==> config.mk <==
export PLATFORM = sky130hd
export DESIGN_NAME = note_row_reader
export DESIGN_NICKNAME = d
export VERILOG_FILES = /design/src/rtl/note_row_reader.sv
export SDC_FILE = /design/constraint.sdc
export NUM_CORES = 1
export LEC_CHECK = 0
export BUFFER_PORTS_ARGS = -buffer_cell sky130_fd_sc_hd__buf_2
export CAP_MARGIN = 20
export CORE_ASPECT_RATIO = 0.8
export CORE_MARGIN = 3
export CORE_UTILIZATION = 35
export DETAILED_ROUTE_END_ITERATION = 10
export SLEW_MARGIN = 20
export SYNTH_ARGS = -nofsm -noshare
export SYNTH_HDL_FRONTEND = slang
export SYNTH_SLANG_ARGS = --single-unit
export TNS_END_PERCENT = 20
==> constraint.sdc <==
create_clock -name C -period 1.9 [get_ports C]
set_clock_uncertainty 0.1 [all_clocks]
set_input_delay 0.285 -clock C [delete_from_list [all_inputs] [get_ports C]]
set_output_delay 0.285 -clock C [all_outputs]
set_load 0.02 [all_outputs]
==> src/rtl/note_row_reader.sv <==
// Reader for the 4-lane note-pattern memory: walks addresses, prefetches the next
// row and presents it on each beat, with optional looping for practice mode.
module note_row_reader #(
  parameter int unsigned ADDR_W = 6,
  parameter int unsigned LEN    = 64
) (
  input  logic              C,
  input  logic              clr,
  input  logic              start,
  input  logic              stop,
  input  logic              loop_en,
  input  logic              beat,
  output logic [ADDR_W-1:0] mem_addr,
  input  logic [3:0]        mem_data,
  output logic [3:0]        row,
  output logic              row_valid,
  output logic              busy,
  output logic              done,
  output logic              overrun
);

  localparam int unsigned ROW_W = 4;
  localparam logic [ADDR_W-1:0] LAST_ADDR = ADDR_W'(LEN - 1);

  typedef enum logic [2:0] {
    S_IDLE  = 3'd0,
    S_FETCH = 3'd1,
    S_LATCH = 3'd2,
    S_HOLD  = 3'd3,
    S_DONE  = 3'd4
  } state_t;

  state_t            state_q, state_d;
  logic [ADDR_W-1:0] addr_q, addr_d;
  logic [ROW_W-1:0]  row_q, row_d;
  logic [ROW_W-1:0]  prefetch_q, prefetch_d;
  logic              row_valid_q, row_valid_d;
  logic              busy_q, busy_d;
  logic              done_q, done_d;
  logic              overrun_q, overrun_d;
  logic              pending_q, pending_d;

  // Next-state and datapath; stop outranks beat handling, which outranks start.
  always_comb begin
    state_d     = state_q;
    addr_d      = addr_q;
    row_d       = row_q;
    prefetch_d  = prefetch_q;
    row_valid_d = 1'b0;
    overrun_d   = overrun_q;
    pending_d   = pending_q;

    if (stop) begin
      state_d   = S_IDLE;
      addr_d    = '0;
      row_d     = '0;
      pending_d = 1'b0;
    end else begin
      case (state_q)
        S_IDLE, S_DONE: begin
          if (start) begin
            state_d   = S_FETCH;
            addr_d    = '0;
            overrun_d = 1'b0;
            pending_d = 1'b0;
          end
        end
        S_FETCH, S_LATCH: begin
          state_d = (state_q == S_FETCH) ? S_LATCH : S_HOLD;
          if (state_q == S_LATCH) begin
            prefetch_d = mem_data;
          end
          // A second beat before the row is ready cannot be queued.
          if (beat) begin
            if (pending_q) begin
              overrun_d = 1'b1;
            end else begin
              pending_d = 1'b1;
            end
          end
        end
        S_HOLD: begin
          if (beat || pending_q) begin
            row_d       = prefetch_q;
            row_valid_d = 1'b1;
            pending_d   = 1'b0;
            if (beat && pending_q) begin
              overrun_d = 1'b1;
            end
            if (addr_q == LAST_ADDR) begin
              if (loop_en) begin
                addr_d  = '0;
                state_d = S_FETCH;
              end else begin
                state_d = S_DONE;
              end
            end else begin
              addr_d  = addr_q + ADDR_W'(1);
              state_d = S_FETCH;
            end
          end
        end
        default: begin
          state_d = S_IDLE;
        end
      endcase
    end

    busy_d = (state_d == S_FETCH) || (state_d == S_LATCH) || (state_d == S_HOLD);
    done_d = (state_d == S_DONE);
  end

  always_ff @(posedge C) begin
    if (clr) begin
      state_q     <= S_IDLE;
      addr_q      <= '0;
      row_q       <= '0;
      prefetch_q  <= '0;
      row_valid_q <= 1'b0;
      busy_q      <= 1'b0;
      done_q      <= 1'b0;
      overrun_q   <= 1'b0;
      pending_q   <= 1'b0;
    end else begin
      state_q     <= state_d;
      addr_q      <= addr_d;
      row_q       <= row_d;
      prefetch_q  <= prefetch_d;
      row_valid_q <= row_valid_d;
      busy_q      <= busy_d;
      done_q      <= done_d;
      overrun_q   <= overrun_d;
      pending_q   <= pending_d;
    end
  end

  assign mem_addr  = addr_q;
  assign row       = row_q;
  assign row_valid = row_valid_q;
  assign busy      = busy_q;
  assign done      = done_q;
  assign overrun   = overrun_q;

endmodule

== After elaboration in Yosys (flattened, before gate mapping) ==
Cells that the tools add are included.

* Flip-flop bits (word level): 22
* Latch bits: 0
* Bits in writable memories: 0
* Bits in read-only memories: 0
* Bits of input ports: 10
* Output and inout port bits: 14
* Logic and storage cells: 65
* Memories: 0

* Add/subtract/negate cells: 1
* Multipliers: 0
* Div/mod/pow operators: 0
* Magnitude comparators: 0
* Equal/unequal tests: 15
* Shift-type cells: 0
* Multiplexer cells: 22
* Bitwise operators: 2
* Reductions and logical operators: 16

{| class="wikitable"
|+ Operator list
! kind !! count
|-
| 2-to-1 mux 6 bit || 4
|-
| 2-to-1 mux 3 bit || 5
|-
| == test 3 x 2 -> 1 bit (second input constant) || 4
|-
| case mux 6 bit (2 select lines) || 1
|-
| != test 2 bit (second input constant) || 5
|-
| 2-to-1 mux 1 bit || 9
|-
| case mux 3 bit (3 select lines) || 1
|-
| AND reduction 4 bit || 2
|-
| AND reduction 7 bit || 1
|-
| adder 6 x 1 -> 6 bit (second input constant) || 1
|-
| == test 3 x 1 -> 1 bit (second input constant) || 2
|-
| == test 3 bit (second input constant) || 2
|-
| == test 6 bit (second input constant) || 1
|-
| case mux 1 bit (3 select lines) || 2
|-
| OR reduction 2 bit || 3
|-
| logical NOT 3 bit || 1
|-
| logical OR 1 bit || 3
|-
| != test 3 bit (second input constant) || 1
|-
| AND reduction 3 bit || 1
|-
| nonzero test 3 bit || 1
|-
| OR reduction 3 bit || 1
|-
| NOT 1 bit || 2
|-
| AND reduction 2 bit || 1
|-
| nonzero test 2 bit || 1
|-
| logical AND 1 bit || 1
|}

== Longest topological paths before layout ==
* Depth after elaboration: 8
* Mapped depth: 6
* Mapped depth without buffers: 5

== Worst setup path after synthesis ==
OpenSTA, ideal clock, no wires.

* Path kind: register to register
* Start point: register addr_q[0] (netlist: mem_addr[0])
* End point: register addr_q[5] (netlist: mem_addr[5])
* Library setup time: 0.129 ns
* Data arrival time: 1.572 ns
* Data required time: 1.671 ns
* Path slack: 0.098 ns
* Stages on the path, launching flop included: 6
* Buffers on the path: 0
* Period minus slack after synthesis: 1.802 ns
* Cell sequence: dfxtp_1 -> ha_1 -> nand3_1 -> nor3_1 -> nor4_1 -> mux2i_1

* Longest elaborated chain between the ends: 4
* Elaborated cells on any way between the ends: 7
* Classes of those cells: add/sub (1); eq/ne (2); mux (3); reduce/logical (1)

{| class="wikitable"
|+ Ends and longest elaborated chain
! element !! RTL line !! source
|-
| start: declaration || 34 || <nowiki>logic [ADDR_W-1:0] addr_q, addr_d;</nowiki>
|-
| start signal: assignment || 126 || <nowiki>addr_q <= addr_d;</nowiki>
|-
| adder 6 x 1 -> 6 bit / == test 6 bit (equally long branches) || 98, 90 ||
|-
| 2-to-1 mux 6 bit || 90 || <nowiki>if (addr_q == LAST_ADDR) begin</nowiki>
|-
| 2-to-1 mux 6 bit || 83 || <nowiki>if (beat || pending_q) begin</nowiki>
|-
| case mux 6 bit (2 select lines) || 59 || <nowiki>case (state_q)</nowiki>
|}

Parallel ways exist; a longest one is shown, timed or not. The select of a mux whose other input is x is not followed.
A chain may end at the register's enable or synchronous reset.

== Worst setup path after layout ==
* Start point: register addr_q[0] (netlist: mem_addr[0])
* End point: register addr_q[3] (netlist: mem_addr[3])

The elaborated chain is that of the path after synthesis.

==> metrics.txt <==
final global-route overflow total 0; drt via density 4.90; actual slew at the worst max-slew pin 0.369 ns; number of placed I/O pins 24; standard-cell rows 16; classification of the worst-slack hold path primary input to flop; worst ir drop on vdd 0.000408 V; final total negative setup slack 0 ns; cells after synthesis 107; layout overhead on the synthesized area 20.6%; synthesized area divided by synthesized cell count 9.20 µm²; minimum setup slack after placement 0.190 ns; number of unique standard cell types used by synthesis 36; worst hold-check slack 0.116 ns; worst reg-to-reg setup slack 0.15 ns; power density of the placed cells 657 nW/µm²; number of sinks driven by the clock tree 22; wire length per cell 11.5 µm; final worst setup slack 0.148 ns; fraction of final layout cells with drive strength greater than 1 0.284; leading cell type in the layout, fill and taps excluded buf_2; Starting DRT DRC Count 23; fill count 274; area of the die 3490 µm²; number of global-route vias before repair 704; most common flop cell mapped by yosys dfxtp_1; cell types with the largest area share after synthesis dfxtp_1, mux2i_1, a21oi_1; number of buffers created by CTS 3; sequential element share of the synthesized area 0.447; initial antenna violation count 0; multi-input gate area in the final layout 520 µm²; Required @ worst endpoint 2.04 ns; setup fix buffers added after clock tree synthesis 0; first-pass GRT wire length 3220 µm; count of state elements after synthesis 22; period utilization 0.922; yosys warns 0; count of antenna-violating nets left after detailed routing 0; highest achievable clock rate 0.571 GHz; clock tree from TritonCTS built; DPL Wire Length 1530 µm; width of the chip 65.3 µm; type of element capturing the critical path flop; maximum clock path buffer count 2; global-route usage over all layers 0.122; total number of nets in the final design 146; maximum number of pins on one net before global-route repair 13; Reg-to-Reg Start mem_addr[0]; leakage 0.481 nW; number of gates given a new drive strength after cts 0; number of flops mapped to enable cells by yosys 0; capture point of the worst path mem_addr[3]; Core ar. 2560 µm²; cell area after technology mapping 985 µm²; Max-Cap Viols 0; critical-path maximum fanout 9; reg-to-reg critical path endpoint mem_addr[3]; path type of the worst setup path flop to flop; Ant. Diodes 0; CTS HTree Levels 1; storage element area 440 µm²; total wire length 1960 µm; hold buffers post-CTS 0; highest-count cells in the layout ignoring fill and taps buf_2, dfxtp_1, nor2_1; hold path cells 3; Final min period 1.75 ns; Worst setup startpoint mem_addr[0]; unrepaired setup endpoints after global routing no; clock latency on the worst-skew pair 0.30 ns; DR DRC count 0; final weighted congestion in routability-driven placement 0.807; port bufs 23; starting utilization of the core area 0.384; number of max-slew violations in the final report 0; status completed; cell at the root of the clock tree clkbuf_4; number of search-and-repair iterations in the first detailed-routing pass 4; number of endpoints failing setup at the final stage 0; proportion of register bits with asynchronous set or reset after synthesis 0; crit path launch type flop; y dimension of the die 53.4 µm; area share of the leading cell type in the synthesized netlist 0.447; post-synth net total 118; dominant cell type by area after synthesis dfxtp_1; Clk pin slew, worst setup/hold paths 0.12 ns; hold violation total from the final report 0; worst reg2reg path depth 6; arrival time of the worst setup path 1.89 ns; via count 833; worst slew margin relative to its limit 0.753
-- cell usage after synthesis, types with 2 or more instances --
library cell / n
dfxtp_1: 22
nor2_1: 12
nand2_1: 11
a21oi_1: 9
mux2i_1: 6
o211a_1: 4
nand3_1: 3
o21ai_0: 3
or2_2: 3
a211o_1: 2
a211oi_1: 2
inv_1: 2
nand3b_1: 2
nor3b_1: 2
o31ai_1: 2
or4_1: 2
-- worst min path at each step --
stage | startpoint | to | slack (ns)
after floorplan | prefetch_q[0] | row[0] | 0.33
after detailed placement | row[0] | row[0] | 0.35
final | mem_data[1] | prefetch_q[1] | 0.12
after CTS | mem_data[1] | prefetch_q[1] | 0.11
after global placement | row[0] | row[0] | 0.34
after global routing | mem_data[1] | prefetch_q[1] | 0.10
-- layout make-up --
class,instances,share of cell area
multi-input combinational,80,0.438
clock buffer,4,0.0306
timing repair buffer,26,0.116
sequential,22,0.371
inverter,2,0.00632
tap,36,0.0379
-- metrics by stage --
stage	power, mW	instance area [µm²]	cells	utilization
after floorplan	0.520	985	107	-
after global placement	0.542	1150	166	0.449
after detailed placement	0.542	1150	166	0.449
after CTS	0.792	1190	170	0.463
after global routing	0.817	1190	170	0.463
final	0.780	1190	170	0.463
-- power by group --
| part | switching, mW | total (mW) | leakage (nW) | internal, mW |
|---|---|---|---|---|
| Combinational | 0.0352 | 0.0617 | 0.282 | 0.0266 |
| Clock | 0.131 | 0.248 | 0.0210 | 0.117 |
| Sequential | 0.00455 | 0.470 | 0.178 | 0.466 |
-- critical path: stages (launching register included) --
cell	delay, ns
dfxtp_1	0.36
ha_1	0.21
nand3_1	0.18
nor3_1	0.08
buf_4	0.16
or4_1	0.46
a21oi_1	0.14
-- logic make-up after synthesis --
family,count (synthesis),synth area share
multiplexers,6,0.0610
AO/OA/AOI/OAI,28,0.202
adder cells (fa/ha/maj),1,0.0127
AND/OR/NAND/NOR,45,0.253
flip-flops,22,0.447
buffers and inverters,5,0.0241
-- flip-flops by register name (all words and copies together) (netlist names) --
name / flops
busy: 1
done: 1
mem_addr: 6
overrun: 1
pending_q: 1
prefetch_q: 4
row: 4
row_valid: 1
state_q: 3
-- layer usage --
metal / GRT usage / wire length, µm
met2: 0.178 / 779
met5: 0 / 0
met3: 0.0531 / 92
met4: 0.0207 / 8
met1: 0.166 / 1080
(Power assumes the default switching activity.)
